$ cat src/rtl/branch_exec_unit_pkg.sv
// Shared definitions for the branch execution unit: source-tag sentinel,
// branch funct3 encodings and the issue packet held in the first stage.
package branch_exec_unit_pkg;

  // Operand tag meaning "no register source" (JAL instead of JALR)
  localparam logic [7:0] NO_SRC_TAG = 8'hFF;

  localparam logic [2:0] F3_BEQ  = 3'b000;
  localparam logic [2:0] F3_BNE  = 3'b001;
  localparam logic [2:0] F3_BLT  = 3'b100;
  localparam logic [2:0] F3_BGE  = 3'b101;
  localparam logic [2:0] F3_BLTU = 3'b110;
  localparam logic [2:0] F3_BGEU = 3'b111;

  // Issue packet captured in S1; only fields needed after capture are kept
  typedef struct packed {
    logic        jump;
    logic        pred_taken;
    logic [7:0]  phy;
    logic [31:0] inst_num;
    logic [2:0]  funct3;
    logic [31:0] imm;
    logic [31:0] pc;
    logic [7:0]  op1;
    logic [7:0]  op2;
  } issue_pkt_t;

endpackage

$ cat src/rtl/branch_exec_unit_br_compare.sv
// br_compare: combinational branch condition evaluator keyed on funct3.
// Encodings 010/011 are not branches and always evaluate to not taken.
module br_compare
  import branch_exec_unit_pkg::*;
(
  input  logic [2:0]  funct3,
  input  logic [31:0] src1,
  input  logic [31:0] src2,
  output logic        taken
);

  // Evaluate the comparison selected by funct3
  always_comb begin
    taken = 1'b0;
    case (funct3)
      F3_BEQ:  taken = (src1 == src2);
      F3_BNE:  taken = (src1 != src2);
      F3_BLT:  taken = ($signed(src1) <  $signed(src2));
      F3_BGE:  taken = ($signed(src1) >= $signed(src2));
      F3_BLTU: taken = (src1 <  src2);
      F3_BGEU: taken = (src1 >= src2);
      default: taken = 1'b0;
    endcase
  end

endmodule

$ cat src/rtl/branch_exec_unit.sv
// branch_exec_unit: two-stage branch/jump resolution pipeline.
// S1 captures the issue and reads the register file; S2 registers the
// resolved outcome. A mispredict kills the younger S1 entry; exception or
// mret kills everything in flight.
// Optional: define BR_STATS_EN to add saturating br_count/mispredict_count.
module branch_exec_unit
  import branch_exec_unit_pkg::*;
(
  input  logic        clk,
  input  logic        reset,
  input  logic        RS_BR_Branch,
  input  logic        RS_BR_Jump,
  input  logic        RS_BR_Hit,
  input  logic        RS_BR_taken,
  input  logic [7:0]  RS_BR_Phy,
  input  logic [31:0] RS_BR_inst_num,
  input  logic [2:0]  RS_BR_funct3,
  input  logic [31:0] immediate_BR,
  input  logic [31:0] PC_BR,
  input  logic [7:0]  Operand1_BR_phy,
  input  logic [7:0]  Operand2_BR_phy,
  output logic [7:0]  rf_rd_addr1,
  output logic [7:0]  rf_rd_addr2,
  input  logic [31:0] rf_rd_data1,
  input  logic [31:0] rf_rd_data2,
  input  logic        exception_sig,
  input  logic        mret_sig,
  output logic        BR_Done,
  output logic [7:0]  BR_Phy,
  output logic        BR_wr_en,
  output logic [31:0] BR_wr_data,
  output logic [31:0] BR_inst_num,
  output logic        Predict_Result,
  output logic [31:0] Redirect_PC,
  output logic        btb_upd_valid,
  output logic [31:0] btb_upd_PC,
  output logic [31:0] btb_upd_target,
  output logic        btb_upd_taken
`ifdef BR_STATS_EN
  ,
  output logic [31:0] br_count,
  output logic [31:0] mispredict_count
`endif
);

  logic       flush;
  logic       issue_valid;
  issue_pkt_t issue_pkt;
  issue_pkt_t s1_pkt;
  logic       s1_valid;
  logic       s1_resolve;

  logic        cond_taken;
  logic        is_jalr;
  logic        act_taken;
  logic        mispredict;
  logic [31:0] fall_pc;
  logic [31:0] target;
  logic [31:0] redirect;

  assign flush       = exception_sig | mret_sig;
  assign issue_valid = RS_BR_Branch | RS_BR_Jump;

  // Assemble the incoming issue packet; prediction collapses to one bit
  always_comb begin
    issue_pkt            = '0;
    issue_pkt.jump       = RS_BR_Jump;
    issue_pkt.pred_taken = RS_BR_Hit & RS_BR_taken;
    issue_pkt.phy        = RS_BR_Phy;
    issue_pkt.inst_num   = RS_BR_inst_num;
    issue_pkt.funct3     = RS_BR_funct3;
    issue_pkt.imm        = immediate_BR;
    issue_pkt.pc         = PC_BR;
    issue_pkt.op1        = Operand1_BR_phy;
    issue_pkt.op2        = Operand2_BR_phy;
  end

  // S1: capture the issue; a flush drops whatever is arriving this cycle too
  always_ff @(posedge clk or negedge reset) begin
    if (!reset) begin
      s1_valid <= 1'b0;
      s1_pkt   <= '0;
    end else if (flush || !issue_valid) begin
      s1_valid <= 1'b0;
      s1_pkt   <= '0;
    end else begin
      s1_valid <= 1'b1;
      s1_pkt   <= issue_pkt;
    end
  end

  assign rf_rd_addr1 = s1_pkt.op1;
  assign rf_rd_addr2 = s1_pkt.op2;

  br_compare u_br_compare (
    .funct3 (s1_pkt.funct3),
    .src1   (rf_rd_data1),
    .src2   (rf_rd_data2),
    .taken  (cond_taken)
  );

  // Resolve target, actual direction and mispredict from S1 and regfile data
  always_comb begin
    fall_pc    = s1_pkt.pc + 32'd4;
    is_jalr    = s1_pkt.jump && (s1_pkt.op1 != NO_SRC_TAG);
    target     = is_jalr ? ((rf_rd_data1 + s1_pkt.imm) & ~32'd1)
                         : (s1_pkt.pc + s1_pkt.imm);
    act_taken  = s1_pkt.jump ? 1'b1 : cond_taken;
    mispredict = (act_taken != s1_pkt.pred_taken) || is_jalr;
    redirect   = act_taken ? target : fall_pc;
  end

  // A mispredict currently leaving S2 means the S1 entry is wrong-path
  assign s1_resolve = s1_valid && !Predict_Result;

  // S2: register the resolved outcome; outputs stay zero when nothing resolves
  always_ff @(posedge clk or negedge reset) begin
    if (!reset) begin
      BR_Done        <= 1'b0;
      BR_Phy         <= '0;
      BR_wr_en       <= 1'b0;
      BR_wr_data     <= '0;
      BR_inst_num    <= '0;
      Predict_Result <= 1'b0;
      Redirect_PC    <= '0;
      btb_upd_valid  <= 1'b0;
      btb_upd_PC     <= '0;
      btb_upd_target <= '0;
      btb_upd_taken  <= 1'b0;
    end else if (flush || !s1_resolve) begin
      BR_Done        <= 1'b0;
      BR_Phy         <= '0;
      BR_wr_en       <= 1'b0;
      BR_wr_data     <= '0;
      BR_inst_num    <= '0;
      Predict_Result <= 1'b0;
      Redirect_PC    <= '0;
      btb_upd_valid  <= 1'b0;
      btb_upd_PC     <= '0;
      btb_upd_target <= '0;
      btb_upd_taken  <= 1'b0;
    end else begin
      BR_Done        <= 1'b1;
      BR_Phy         <= s1_pkt.jump ? s1_pkt.phy : 8'd0;
      BR_wr_en       <= s1_pkt.jump && (s1_pkt.phy != 8'd0);
      BR_wr_data     <= fall_pc;
      BR_inst_num    <= s1_pkt.inst_num;
      Predict_Result <= mispredict;
      Redirect_PC    <= mispredict ? redirect : 32'd0;
      btb_upd_valid  <= 1'b1;
      btb_upd_PC     <= s1_pkt.pc;
      btb_upd_target <= target;
      btb_upd_taken  <= act_taken;
    end
  end

`ifdef BR_STATS_EN
  // Saturating event counters, cleared only by reset
  always_ff @(posedge clk or negedge reset) begin
    if (!reset) begin
      br_count         <= '0;
      mispredict_count <= '0;
    end else begin
      if (BR_Done && (br_count != 32'hFFFF_FFFF))
        br_count <= br_count + 32'd1;
      if (Predict_Result && (mispredict_count != 32'hFFFF_FFFF))
        mispredict_count <= mispredict_count + 32'd1;
    end
  end
`endif

endmodule

$ cat config.mk
export PLATFORM = sky130hd
export DESIGN_NAME = branch_exec_unit
export DESIGN_NICKNAME = d
export VERILOG_FILES = /design/src/rtl/branch_exec_unit_pkg.sv /design/src/rtl/branch_exec_unit_br_compare.sv /design/src/rtl/branch_exec_unit.sv
export SDC_FILE = /design/constraint.sdc
export NUM_CORES = 1
export LEC_CHECK = 0
export ABC_AREA = 1
export BUFFER_PORTS_ARGS = -buffer_cell sky130_fd_sc_hd__buf_2
export CAP_MARGIN = 0
export CORE_MARGIN = 10
export CORE_UTILIZATION = 35
export DETAILED_ROUTE_END_ITERATION = 16
export GPL_TIMING_DRIVEN = 0
export HOLD_SLACK_MARGIN = 0.15
export PLACE_DENSITY = 0.59
export SYNTH_ARGS = -nofsm -noshare
export SYNTH_HDL_FRONTEND = slang
export SYNTH_HIERARCHICAL = 1
export SYNTH_SLANG_ARGS = --single-unit
$ cat constraint.sdc
create_clock -name clk -period 2.5 [get_ports clk]
set_clock_uncertainty 0.2 [all_clocks]
set_input_delay 0.125 -clock clk [delete_from_list [all_inputs] [get_ports clk]]
set_output_delay 0.125 -clock clk [all_outputs]
set_load 0.05 [all_outputs]
== Word-level counts from Yosys, hierarchy flattened ==
Index checks and enable logic that the tools add are counted.
Word-level totals
  register bits: 298
  bits in latches: 0
  RAM bits: 0
  bits in read-only memories: 0
  bits of input ports: 195
  output and inout port bits: 189
  logic and storage cells: 68
  memories: 0
Cells by class
  add/subtract/negate cells: 3
  multiply operators: 0
  div/mod/pow operators: 0
  $lt $le $gt $ge: 4
  equal/unequal tests: 9
  shift operators: 0
  muxes and demuxes: 18
  bitwise gates (word level): 3
  reduce and logical (&&, ||, !) cells: 11
Operators with widths (number)
  32-bit 2-to-1 mux: 8
  125-bit 2-to-1 mux: 1
  32-bit adder: 2
  32-bit greater-or-equal comparator: 2
  32-bit less-than comparator: 2
  32-bit by 3-bit adder with 32-bit output, second input constant: 1
  32-bit equality test: 1
  32-bit inequality test: 1
  8-bit 2-to-1 mux: 2
  3-bit equality test, second input constant: 4
  8-bit inequality test, second input constant: 1
  8-bit nonzero test: 1
  1-bit 2-to-1 mux: 6
  1-bit case mux with 6 select lines: 1
  3-bit by 1-bit equality test with 1-bit output, second input constant: 1
  1-bit logical AND: 3
  1-bit zero test: 3
  3-bit zero test: 1
  1-bit logical OR: 3
  1-bit OR: 2
  1-bit bitwise AND: 1
  1-bit inequality test: 1

== Logic depth before layout (Yosys ltp) ==
Gate-level depths: netlist (run 1).
  word-level depth: 7
  depth in mapped cells: 26

== By module ==
Netlist (run 1), hierarchy kept.
By module, submodules not included
  branch_exec_unit: times used 1, cells an instance 2203, area an instance 15902.8 um2
  br_compare: times used 1, cells an instance 166, area an instance 974.7 um2

== Worst setup path before layout (run 1) ==
Ideal clock, no wire load.
  path kind: input port to flip-flop
  from: input port rf_rd_data2[31]
  to: register Redirect_PC[1]
  setup time: 0.078 ns
  arrival: 2.298 ns
  required time: 2.222 ns
  setup slack: -0.076 ns
  stages on the path: 20
  path buffers: 0
  cell sequence: inv_1 > ha_1 > nand2_2 > nor2_2 > nand2_2 > nor3b_2 > nand2_2 > nand2_1 > o21ai_1 > inv_1 > nand2_1 > nor2_1 > nand3_1 > nor2_4 > xor2_1 > nand2_1 > inv_1 > nor2_2 > o21ai_0 > a21oi_1
Between the ends
  word-level cells in the longest chain between the ends: 7
RTL lines
  from (decl): line branch_exec_unit.sv:25  | input logic [31:0] rf_rd_data2,
  32-bit greater-or-equal comparator, or another cell as far along: line branch_exec_unit_br_compare.sv:21  | F3_BGEU: taken = (src1 >= src2);
  1-bit case mux with 6 select lines *: line branch_exec_unit_br_compare.sv:15  | case (funct3)
  net cond_taken: line branch_exec_unit.sv:53  | logic cond_taken;
  1-bit 2-to-1 mux *: line branch_exec_unit.sv:108  | act_taken = s1_pkt.jump ? 1'b1 : cond_taken;
  1-bit inequality test: line branch_exec_unit.sv:109  | mispredict = (act_taken != s1_pkt.pred_taken) || is_jalr;
  1-bit logical OR: line branch_exec_unit.sv:109
  32-bit 2-to-1 mux *: line branch_exec_unit.sv:149  | Redirect_PC <= mispredict ? redirect : 32'd0;
  32-bit 2-to-1 mux *: line branch_exec_unit.sv:130  | end else if (flush || !s1_resolve) begin
  to (signal assigned): line branch_exec_unit.sv:149
  to (decl): line branch_exec_unit.sv:34  | output logic [31:0] Redirect_PC,
The timed path passes the listed nets; every way through them passes the cells marked *.

== Worst setup path in the final report (run 1) ==
  from: input port rf_rd_data1[7]
  to: register Redirect_PC[30]
Between the ends
  word-level cells in the longest chain between the ends: 7
RTL lines
  from (decl): line branch_exec_unit.sv:24  | input logic [31:0] rf_rd_data1,
  32-bit greater-or-equal comparator, or another cell as far along: line branch_exec_unit_br_compare.sv:21
  1-bit case mux with 6 select lines *: line branch_exec_unit_br_compare.sv:15
  net cond_taken: line branch_exec_unit.sv:53
  1-bit 2-to-1 mux *: line branch_exec_unit.sv:108
  1-bit inequality test: line branch_exec_unit.sv:109
  1-bit logical OR: line branch_exec_unit.sv:109
  32-bit 2-to-1 mux *: line branch_exec_unit.sv:149
  32-bit 2-to-1 mux *: line branch_exec_unit.sv:130
Marked as above.

==> qor.tcl, run 1 <==
set qor(worst_hold_startpoint) {rf_rd_data1[21]}
set qor(global_route_wire_length_before_repair_um) 101700
set qor(detailedRoute.firstPassIterationCount) 5
set qor(met2_length_um) 32610
set qor(layout.cell_area.non_filler_um2) 24670
set qor(areaGrowthSynthToFinish_pct) 46.15
set qor(achievable-frequency_mhz) 403.2
set qor(yosys.area.top_type_share) 0.4389
set qor(vias_in_the_first_global_route) 17091
set qor(highest-signal-layer) {met4}
set qor(maxCapViolations) 0
set qor(p_int_mw) 8.536
set qor(wl_per_cell_um) 18.73
set qor(finalWorstSetupSlack_ns) 0.01962
set qor(route.layer.met1.wl_um) 30310
set qor(cts-root-to-sink-buffers) 3
set qor(final_cell_count_no_fill) 3706
set qor(fin_hold_viols) 0
set qor(wire_length_on_met3_um) 4332
set qor(synth_commonest_cells) {nand2_1, inv_1, nor2_1}
set qor(ys_async_rst_share) 1.000
set qor(yosys_warnings) 6
set qor(grt_start_max_net_pins) 121
set qor(switching_share) 0.2838
set qor(clock_tree_from_tritoncts) {built}
set qor(initial_core_util) 0.3535
set qor(die-area_um2) 57410
set qor(worst-endpoint-arrival_ns) 2.72
set qor(detail_route.wirelength_um) 69410
set qor(pwr_density_cell_nw_per_um2) 483.2
set qor(timing_worst_slew_pin_value_ns) 1.424
set qor(antenna_cells) 0
set qor(via_per_inst) 4.605
set qor(height_of_the_die_um) 239.6
set qor(synthesized_flop_and_latch_total) 296
set qor(net_count_synth) 2660
set qor(post_synthesis_cell_area_um2) 16880
set qor(crit_share_post_route) 0.9922
set qor(synth_edf_count) 0
set qor(combPwrFrac) 0.168
set qor(synth_cells) 2369
set qor(required_ns) 2.74
set qor(cp_max_fo) 5
set qor(relSlewSlack) 0.04425
set qor(hold_depth) 7
set qor(port-buffer-count) 383
set qor(cts-buffers-inserted) 35
set qor(finalHoldWorstSlack_ns) 0.1206
set qor(synth_top_area_cell) {dfrtp_1}
set qor(fin_crit_ns) 2.480
set qor(die_w_um) 239.6
set qor(ir_worst_vdd_uv) 554.2
set qor(fillers) 4543
set qor(vias) 17066
set qor(worst_setup_start_kind) {input port}
set qor(switching_power_mw) 3.382
set qor(clock_root_buffer) {clkbuf_16}
set qor(timing.hold.worst_endpoint) {btb_upd_target[21]$_DFF_PN0_}
set qor(final_util) 0.5166
set qor(cp_slowest_cell) {ha_4}
set qor(fp.coreArea_um2) 47750
set qor(setup_failing_eps_final) 0
set qor(place_inst) 3369
set qor(run_status) {finished clean}
set qor(io-pin-count) 384
set qor(nets) 3363
set qor(worstReg2RegStart) {s1_pkt[19]$_DFF_PN0_}
set qor(seq_power_share) 0.418
set qor(worst_r2r_endpoint) {BR_wr_data[10]$_DFF_PN0_}
set qor(clockPowerShare) 0.414
set qor(syn_avg_cell_area_um2) 7.124
set qor(detailed_router_s_first_iteration_violation_count) 1160
set qor(synth_most_common_cell) {nand2_1}
set qor(post_route_cells_drive_above_1_share) 0.2368
set qor(netlist_top_cells_area) {dfrtp_1, nand2_1, inv_1}
set qor(grt_util_all_layers) 0.2331
set qor(r2r_slack_ns) 0.07
set qor(antenna_found_initial) 0
set qor(detail_route.drc_violations) 0
set qor(worstSetupPathType) {input port to flip-flop}
set qor(worst_skew_pair.late_latency_ns) 0.56
set qor(worstRegToRegCells) 9
set qor(gpl.final_weighted_congestion) 0.9255
set qor(total_number_of_clock_tree_sinks) 296
set qor(finalMaxSlewViolations) 0
set qor(timing.critical_path.to_type) {flip-flop}
set qor(detailed_place.area_um2) 19650
set qor(seq_area_frac_synth) 0.4389
set qor(place_ws_ns) -1.351
set qor(worstPathCellList) {buf_4 -> ha_4 -> nand2_4 -> nor2_4 -> nand4_1 -> nor2_4 -> nand2_4 -> nand2_2 -> o21ai_2 -> inv_1 -> nand2_1 -> nor2_2 -> nand3_4 -> nor2_4 -> xor2_1 -> nand2_2 -> inv_2 -> nor2_4 -> buf_6 -> nand2_2 -> inv_1 -> nand2_1 -> inv_1}
set qor(power_leakage_nw) 13.90
set qor(grt_remaining_overflow) 0
set qor(rsz0062_at_grt) {yes}
set qor(cpMostUsedCell) {nor2_4}
set qor(synth_top_flop_cell) {dfrtp_1}
set qor(htree_num_levels) 2
set qor(worstHoldPathType) {input port to flip-flop}
set qor(place_hpwl_um) 53380
set qor(cts.clk_slew.worst_paths_ns) 0.06
set qor(row_count) 80
set qor(drt.antenna.violating_nets) 0
set qor(cp_slowest_stage_delay_ns) 0.28
set qor(netlist-cell-type-count) 42
## cell usage in the layout, fill, tap and decap left out, drive strengths merged
cell,synthesis,routed
inv,538,543
a21o,3,3
dfrtp,296,296
ha,94,94
o211ai,7,7
o21ai,38,38
clkinv,1,6
a21oi,91,91
xnor2,7,7
mux2i,1,1
nor4,3,3
o21a,2,2
nand3b,2,2
xor2,17,17
nand2,647,647
nand4,14,14
and3,3,3
clkinvlp,0,3
and2,2,2
or2,9,9
nand3,131,131
dlygate4sd3,0,264
buf,37,441
nor2,365,365
bufinv,0,1
nor3,26,26
a21boi,2,2
fa,2,2
o22ai,1,1
clkbuf,23,63
o21bai,4,4
nor3b,3,3
## per-stage QoR
step	power, mW	setup TNS (ns)
after floorplan	5.850	0
after CTS	11.86	-0.2377
after global routing	12.42	-0.1610
final	11.92	0
after global placement	6.479	-1313.14
after detailed placement	6.510	-54.22
## critical path, delay by kind of cell
kind / cells / cell delay [ns]
XOR/XNOR: 1 / 0.18
AND/OR/NAND/NOR: 14 / 1.52
adder cells (fa/ha/maj): 1 / 0.28
buffers and inverters: 6 / 0.55
AO/OA/AOI/OAI: 1 / 0.05
## registers in the layout, indices dropped and copies added (netlist names)
name / cells
btb_upd_taken: 1
BR_inst_num: 32
btb_upd_target: 32
Redirect_PC: 32
s1_valid: 1
BR_Phy: 8
BR_wr_data: 30
btb_upd_PC: 32
btb_upd_valid: 1
s1_pkt: 109
rf_rd_addr2: 8
BR_wr_en: 1
Predict_Result: 1
rf_rd_addr1: 8
## kinds of logic after synthesis
| logic type | after synthesis | synth area share |
|---|---|---|
| adder cells (fa/ha/maj) | 96 | 0.07206 |
| AO/OA/AOI/OAI | 148 | 0.04663 |
| multiplexers | 1 | 0.0005931 |
| AND/OR/NAND/NOR | 1205 | 0.2900 |
| flip-flops | 296 | 0.4389 |
| buffers and inverters | 599 | 0.1394 |
| XOR/XNOR | 24 | 0.01245 |
## what timing repair did
action / CTS / global route
buffers inserted: 8 / 11
hold buffers: 261 / 3
endpoints found under the setup margin: 56 / 68
resized for setup: 71 / 195
pin swaps: 11 / 27
gates cloned: 1 / 0
hold endpoints to repair: 467 / 7
## layer usage
metal / up-vias / GRT usage
met3: 107 / 0.03402
met5: - / 0
met1: 8003 / 0.3078
met4: 0 / 0.06656
li1: 8443 / -
met2: 513 / 0.3888
## power groups by stage
stage / clock [mW] / sequential (mW) / combinational (mW)
after CTS: 5.05 / 4.97 / 1.83
final: 4.93 / 4.98 / 2.01
after detailed placement: 0 / 5.05 / 1.46
after floorplan: 0 / 5.06 / 0.788
after global routing: 5.23 / 4.98 / 2.21
after global placement: 0 / 5.05 / 1.43
## final cells by class
| class | count | area (um2) | area share |
|---|---|---|---|
| clock inverters | 14 | 151.4 | 0.006138 |
| multi-input cells | 1474 | 8195 | 0.3323 |
| flip-flops and latches | 296 | 7436 | 0.3015 |
| repair buffers | 667 | 4798 | 0.1945 |
| inverters | 539 | 2027 | 0.08217 |
| well taps | 615 | 769.5 | 0.03120 |
| clock buffers | 42 | 932.1 | 0.03779 |
| plain buffers | 59 | 356.6 | 0.01446 |
## how the worst max path moves through the flow
stage | slack (ns) | start | end
after floorplan | 0.006 | rf_rd_data2[31] | Redirect_PC[1]$_DFF_PN0_
after global placement | -4.30 | reset | s1_pkt[80]$_DFF_PN0_
after detailed placement | -1.35 | rf_rd_data1[7] | Redirect_PC[21]$_DFF_PN0_
after CTS | -0.06 | rf_rd_data1[6] | Redirect_PC[30]$_DFF_PN0_
after global routing | -0.06 | rf_rd_data1[2] | Redirect_PC[30]$_DFF_PN0_
final | 0.02 | rf_rd_data1[7] | Redirect_PC[30]$_DFF_PN0_
Note: power is estimated with default switching activity, not from simulation.
==> run 2, diff against run 1 <==
--- a/config.mk
+++ b/config.mk
@@ -9,5 +9,4 @@
 export BUFFER_PORTS_ARGS = -buffer_cell sky130_fd_sc_hd__buf_2
 export CAP_MARGIN = 0
-export CORE_MARGIN = 10
 export CORE_UTILIZATION = 35
 export DETAILED_ROUTE_END_ITERATION = 16
==> constraint.sdc (replaced) <==
create_clock -name clk -period 2.5 [get_ports clk]
set_clock_uncertainty 0.2 [all_clocks]
set_input_delay 0.125 -clock clk [delete_from_list [all_inputs] [get_ports clk]]
set_output_delay 0.125 -clock clk [all_outputs]
set_load 0.005 [all_outputs]
==> qor.tcl, run 2 (synthesis gave the netlist of run 1 again) <==
set qor(port-buffer-count) 383
set qor(nets) 3409
set qor(run_status) {finished clean}
set qor(layout.cell_area.non_filler_um2) 25400
set qor(worst-endpoint-arrival_ns) 2.78
set qor(drt.antenna.violating_nets) 0
set qor(relSlewSlack) 0.3903
set qor(required_ns) 2.78
set qor(worstRegToRegCells) 18
set qor(gpl.final_weighted_congestion) 0.9525
set qor(timing.critical_path.to_type) {flip-flop}
set qor(grt_util_all_layers) 0.2656
set qor(io-pin-count) 384
set qor(layout_common_cells) {nand2_1, inv_1, buf_2, nor2_1, dlygate4sd3_1}
set qor(critical_path_depth) 23
set qor(antenna_cells) 0
set qor(worst_r2r_endpoint) {Redirect_PC[30]$_DFF_PN0_}
set qor(cp_slowest_stage_delay_ns) 0.30
set qor(detail_route.wirelength_um) 66620
set qor(tot_pwr_mw) 11.85
set qor(vias_in_the_first_global_route) 17317
set qor(height_of_the_die_um) 221.6
set qor(achievable-frequency_mhz) 400.1
set qor(critPathBufInv) 7
set qor(critical-path-top-delay-family) {simple AND/OR/NAND/NOR gates}
set qor(largest_register_ff_count) 109
set qor(total_number_of_clock_tree_sinks) 296
set qor(critical_path.endpoint) {Redirect_PC[30]$_DFF_PN0_}
set qor(cts-root-to-sink-buffers) 3
set qor(antenna_found_initial) 1
set qor(worstSetupPathType) {input port to flip-flop}
set qor(r2r_slack_ns) 0.06
set qor(post_route_cells_drive_above_1_share) 0.2420
set qor(cp_max_fo) 5
set qor(pwr_density_cell_nw_per_um2) 466.5
set qor(clock_root_buffer) {clkbuf_16}
set qor(cts-buffers-inserted) 31
set qor(detailed_router_s_first_iteration_violation_count) 1073
set qor(detail_route.drc_violations) 0
set qor(crit_share_post_route) 0.9998
set qor(initial_core_util) 0.3542
set qor(power_leakage_nw) 14.17
set qor(cts.clk_slew.worst_paths_ns) 0.06
set qor(fin_crit_ns) 2.500
set qor(htree_num_levels) 1
set qor(place_hpwl_um) 49300
set qor(wl_per_cell_um) 17.74
set qor(fin_hold_viols) 0
set qor(die-area_um2) 49100
set qor(worstReg2RegStart) {s1_pkt[80]$_DFF_PN0_}
set qor(worst_skew_pair.late_latency_ns) 0.61
set qor(vias) 17376
set qor(layout.cells.most_common) {nand2_1}
set qor(die_w_um) 221.6
set qor(rsz0062_at_grt) {yes}
set qor(maxCapViolations) 0
set qor(clock_tree_from_tritoncts) {built}
set qor(fp.coreArea_um2) 47650
set qor(worstPathCellList) {buf_2 -> ha_1 -> nand2_1 -> nor2_2 -> buf_4 -> a21oi_2 -> nand2_4 -> nand2_4 -> nand3_1 -> nand2_1 -> inv_1 -> nor2_4 -> nand3_4 -> nor2_4 -> xor2_1 -> nand2_2 -> inv_2 -> nor2_4 -> buf_12 -> nand2_2 -> inv_1 -> nand2_2 -> inv_1}
set qor(worstHoldPathType) {input port to flip-flop}
set qor(via_per_inst) 4.626
set qor(setup_failing_eps_final) 0
set qor(ir_worst_vdd_uv) 514.6
set qor(timing_worst_slew_pin_value_ns) 0.9145
set qor(timing.critical_path.from) {rf_rd_data1[15]}
set qor(areaGrowthSynthToFinish_pct) 50.49
set qor(worst_setup_start_kind) {input port}
set qor(detailedRoute.firstPassIterationCount) 8
set qor(row_count) 80
set qor(cp_slowest_cell) {ha_1}
set qor(max_flop_register) {s1_pkt}
set qor(detailed_place.area_um2) 19650
set qor(global_route_wire_length_before_repair_um) 99420
set qor(grt_start_max_net_pins) 111
set qor(grt_remaining_overflow) 0
set qor(finalMaxSlewViolations) 0
==> run 2: worst min-delay path by stage <==
stage               slack, ns                            to  depth (start not counted)          startpoint
floorplan               -0.37           BR_Phy[0]$_DFF_PN0_                          0               reset
global placement         0.14          s1_pkt[93]$_DFF_PN0_                          3  RS_BR_inst_num[10]
detailed placement      -0.06     BR_inst_num[25]$_DFF_PN0_                          1               reset
CTS                     -0.16      BR_wr_data[27]$_DFF_PN0_                          6       exception_sig
global route             0.20  btb_upd_target[22]$_DFF_PN0_                          7     rf_rd_data1[22]
finish                   0.17          s1_pkt[34]$_DFF_PN0_                          4        RS_BR_Branch
==> run 2: cell type report <==
type                       instances  area (um2)
clock inverter                    11       157.7
buffer                            59       337.8
sequential                       296        7442
clock buffer                      45       918.4
tap                              615       769.5
multi-input combinational       1474        8417
fill                            4472       22250
inverter                         539        2027
timing repair buffer             717        5329
==> run 2: stage by stage <==
step                        util  hold slack (ns)  std cells  worst slack, ns  setup TNS, ns
after floorplan                -          -0.3706       2369         0.005815              0
after global placement    0.4110           0.1404       3367           -4.262       -1307.60
after detailed placement  0.4125         -0.06475       3369           -1.397         -42.61
after CTS                 0.5097          -0.1596       3733         -0.02055       -0.02055
after global routing      0.5331           0.1961       3756         -0.08703        -0.4877
final                     0.5331           0.1657       3756        0.0004368              0
==> run 2: worst min-delay path, stage by stage <==
cell and delay [ns]:
buf_2 0.09, o21ai_2 0.24, clkbuf_1 0.33, nor2_1 0.14
==> run 2: timing repair <==
action	in CTS	in global routing
buffers inserted	9	18
hold buffers	300	5
endpoints found under the hold margin	482	10
pin swaps	17	40
gates resized for setup	102	192
endpoints found under the setup margin	63	55
==> run 2: layer usage <==
| metal | part of all wire | track usage | vias to the layer above |
|---|---|---|---|
| li1 | - | - | 8557 |
| met1 | 0.45 | 0.3559 | 8133 |
| met2 | 0.46 | 0.4434 | 535 |
| met3 | 0.047 | 0.02889 | 149 |
| met4 | 0.041 | 0.09655 | 2 |
| met5 | 0.00015 | 0 | - |
==> run 2: report_power, final <==
group	leakage [nW]	internal, mW	total (mW)	switching, mW
logic	9.61	0.930	2.02	1.09
registers	4.04	4.88	4.98	0.103
clock network	0.525	2.86	4.84	1.99
total	14.2	8.67	11.8	3.18
==> run 3, diff against run 2 <==
ABC_AREA = not set   (was 1)
PLACE_DENSITY = 0.6   (was 0.59)
==> qor.tcl, run 3 <==
set qor(synth_top_area_cell) {dfrtp_1}
set qor(synth_most_common_cell) {dfrtp_1}
set qor(cp_max_fo) 4
set qor(critical-path-top-delay-family) {compound AO/OA/AOI/OAI gates}
set qor(setup_failing_eps_final) 56
set qor(yosys_warnings) 6
set qor(layout.cells.most_common) {buf_2}
set qor(io-pin-count) 384
set qor(initial_core_util) 0.3546
set qor(fp.coreArea_um2) 41850
set qor(largest_register_ff_count) 109
set qor(synth_edf_count) 0
set qor(worstSetupPathType) {flip-flop to flip-flop}
set qor(worst-endpoint-arrival_ns) 3.26
set qor(syn_avg_cell_area_um2) 10.12
set qor(finalWorstSetupSlack_ns) -0.5254
set qor(layout_common_cells) {buf_2, dlygate4sd3_1, dfrtp_1, and2_1, nor2_1}
set qor(worst_setup_start_kind) {flip-flop}
set qor(relSlewSlack) 0.4972
set qor(grt_use_met3) 0.06264
set qor(max_flop_register) {s1_pkt}
set qor(timing_worst_slew_pin_value_ns) 0.7542
set qor(synth_commonest_cells) {dfrtp_1, and2_1, nor2_1}
set qor(final.setup.tns_ns) -18.65
set qor(seq_area_frac_synth) 0.4992
set qor(htree_num_levels) 2
set qor(die-area_um2) 43220
set qor(use_met1) 0.3431
set qor(synth_cells) 1467
set qor(critPathBufInv) 0
set qor(achievable-frequency_mhz) 330.5
set qor(die_w_um) 207.9
set qor(required_ns) 2.73
set qor(net_count_synth) 1758
set qor(cts-root-to-sink-buffers) 3
set qor(via_per_inst) 5.060
set qor(pwr_density_cell_nw_per_um2) 509.1
set qor(fillers) 3412
set qor(place_hpwl_um) 41360
set qor(worst_skew_pair.late_latency_ns) 0.56
set qor(global_route_wire_length_before_repair_um) 89490
set qor(synth_top_flop_cell) {dfrtp_1}
set qor(grtUsageMet2) 0.4710
set qor(port-buffer-count) 383
set qor(synthesized_flop_and_latch_total) 296
set qor(detailed_place.area_um2) 17980
set qor(netlist-cell-type-count) 76
set qor(netlist_top_cells_area) {dfrtp_1, and2_1, ha_1}
set qor(post_synthesis_cell_area_um2) 14840
set qor(grt_remaining_overflow) 0
set qor(worstPathCellList) {ha_4 -> nand4_1 -> a21boi_2 -> a41oi_4 -> o311a_1 -> a21oi_2 -> a211oi_2 -> xnor2_1 -> o221a_1 -> o21a_1}
set qor(cp_slowest_stage_delay_ns) 0.45
set qor(drt.antenna.violating_nets) 0
set qor(fin_hold_viols) 0
set qor(detail_route.wirelength_um) 59980
set qor(cts.clk_slew.worst_paths_ns) 0.05
set qor(timing.critical_path.to_type) {flip-flop}
set qor(grt_busiest_layer) {met2}
set qor(layout.cell_area.non_filler_um2) 24900
set qor(tot_pwr_mw) 12.68
set qor(antenna_found_initial) 2
set qor(height_of_the_die_um) 207.9
set qor(clock_root_buffer) {clkbuf_16}
set qor(detailed_router_s_first_iteration_violation_count) 869
set qor(vias_in_the_first_global_route) 15019
set qor(post_route_cells_drive_above_1_share) 0.3969
set qor(place_ws_ns) -2.199
set qor(ys_async_rst_share) 1.000
set qor(crit_share_post_route) 1.210
set qor(nets) 2566
set qor(detail_route.drc_violations) 2
set qor(rsz0062_at_grt) {yes}
set qor(cp_slowest_cell) {dfrtp_2}
set qor(cts-buffers-inserted) 36
set qor(fin_crit_ns) 3.025
set qor(areaGrowthSynthToFinish_pct) 67.77
set qor(yosys.area.top_type_share) 0.4992
set qor(total_number_of_clock_tree_sinks) 296
set qor(detailedRoute.firstPassIterationCount) 11
set qor(worstHoldPathType) {input port to flip-flop}
set qor(violations) {design-rule violations, negative setup slack}
set qor(grt_util_all_layers) 0.2750
set qor(maxCapViolations) 0
set qor(power_leakage_nw) 12.19
set qor(ir_worst_vdd_uv) 452.2
set qor(grt_start_max_net_pins) 116
set qor(finalMaxSlewViolations) 0
set qor(gpl.final_weighted_congestion) 0.9224
set qor(wl_per_cell_um) 21.09
set qor(run_status) {complete, but fails checks}
set qor(vias) 14390
set qor(row_count) 75
set qor(clock_tree_from_tritoncts) {built}
==> run 3: cell count changes after synthesis, moves of 25 or more <==
cell      before  now
and2_1         2  201
clkbuf_1      22   47
inv_1        533   55
nand2_1      643   91
nand3_1      131   36
nor2_1       360  113
o21ai_0       33   73
xnor2_1        7   46
==> run 3: cells by family after synthesis <==
group | count (synthesis) | share of synthesized area
AOI/OAI and AO/OA | 317 | 0.1347
xor gates and xnor gates | 78 | 0.04604
adders and majority gates | 96 | 0.08196
buffers and inverters | 128 | 0.03718
DFF | 296 | 0.4992
muxes | 9 | 0.006155
and+or+nand+nor | 543 | 0.1949
==> run 3: final cells by class <==
type                    count  area [um2]  area share
diodes                      2       5.005   0.0002010
plain buffers              66       431.7     0.01734
clock buffers              53        1046     0.04202
clock inverters            13       215.2    0.008645
inverters                  57       244.0    0.009800
multi-input cells        1043        8955      0.3597
flip-flops and latches    296        7442      0.2989
well taps                 539       674.4     0.02709
repair buffers            775        5882      0.2363
==> run 3: report_power, final <==
part	leakage (nW)	internal [mW]	switching [mW]	total (mW)
clock	0.617	3.45	2.15	5.59
combinational	7.53	1.05	1.07	2.11
sequential	4.04	4.88	0.0886	4.97
==> run 3: what timing repair did <==
action,in CTS,in global routing
endpoints found under the setup margin,162,263
hold endpoints to repair,341,3
setup buffers,67,37
hold buffers,286,2
resized for setup,295,177
pin swaps,99,86
cloned,2,1
==> run 3: path summary, 6_finish.rpt <==
path	start	to	slack (ns)	cells past startpoint
hold / removal	rf_rd_data1[20]	Redirect_PC[20]$_DFF_PN0_	0.14	5
min in group asynchronous	reset	s1_pkt[111]$_DFF_PN0_	0.45	3
hold reg to reg	s1_pkt[108]$_DFF_PN0_	BR_inst_num[25]$_DFF_PN0_	0.25	1
setup / recovery	s1_pkt[50]$_DFF_PN0_	Redirect_PC[31]$_DFF_PN0_	-0.53	10
max in group asynchronous	reset	s1_pkt[50]$_DFF_PN0_	0.44	5
setup reg to reg	s1_pkt[50]$_DFF_PN0_	Redirect_PC[31]$_DFF_PN0_	-0.53	10
==> run 3: per-layer routing <==
| metal | part of all wire | wire, um |
|---|---|---|
| met1 | 0.41 | 24600 |
| met2 | 0.49 | 29330 |
| met3 | 0.069 | 4145 |
| met4 | 0.032 | 1901 |
| met5 | 0 | 0 |
==> run 3: worst reg2reg max path: stages, from the launching register on <==
cell	delay (ns)
dfrtp_2	0.45
ha_4	0.30
nand4_1	0.14
a21boi_2	0.29
a41oi_4	0.20
o311a_1	0.35
a21oi_2	0.24
a211oi_2	0.14
xnor2_1	0.16
o221a_1	0.25
o21a_1	0.20
==> run 3: metrics by stage <==
stage	utilization	hold WS [ns]	std cells
CTS	0.5700	0.1469	2809
floorplan	-	-0.3706	1467
detailed placement	0.4295	-0.02325	2392
finish	0.5948	0.1445	2844
global placement	0.4276	0.1312	2389
global route	0.5948	0.1553	2844
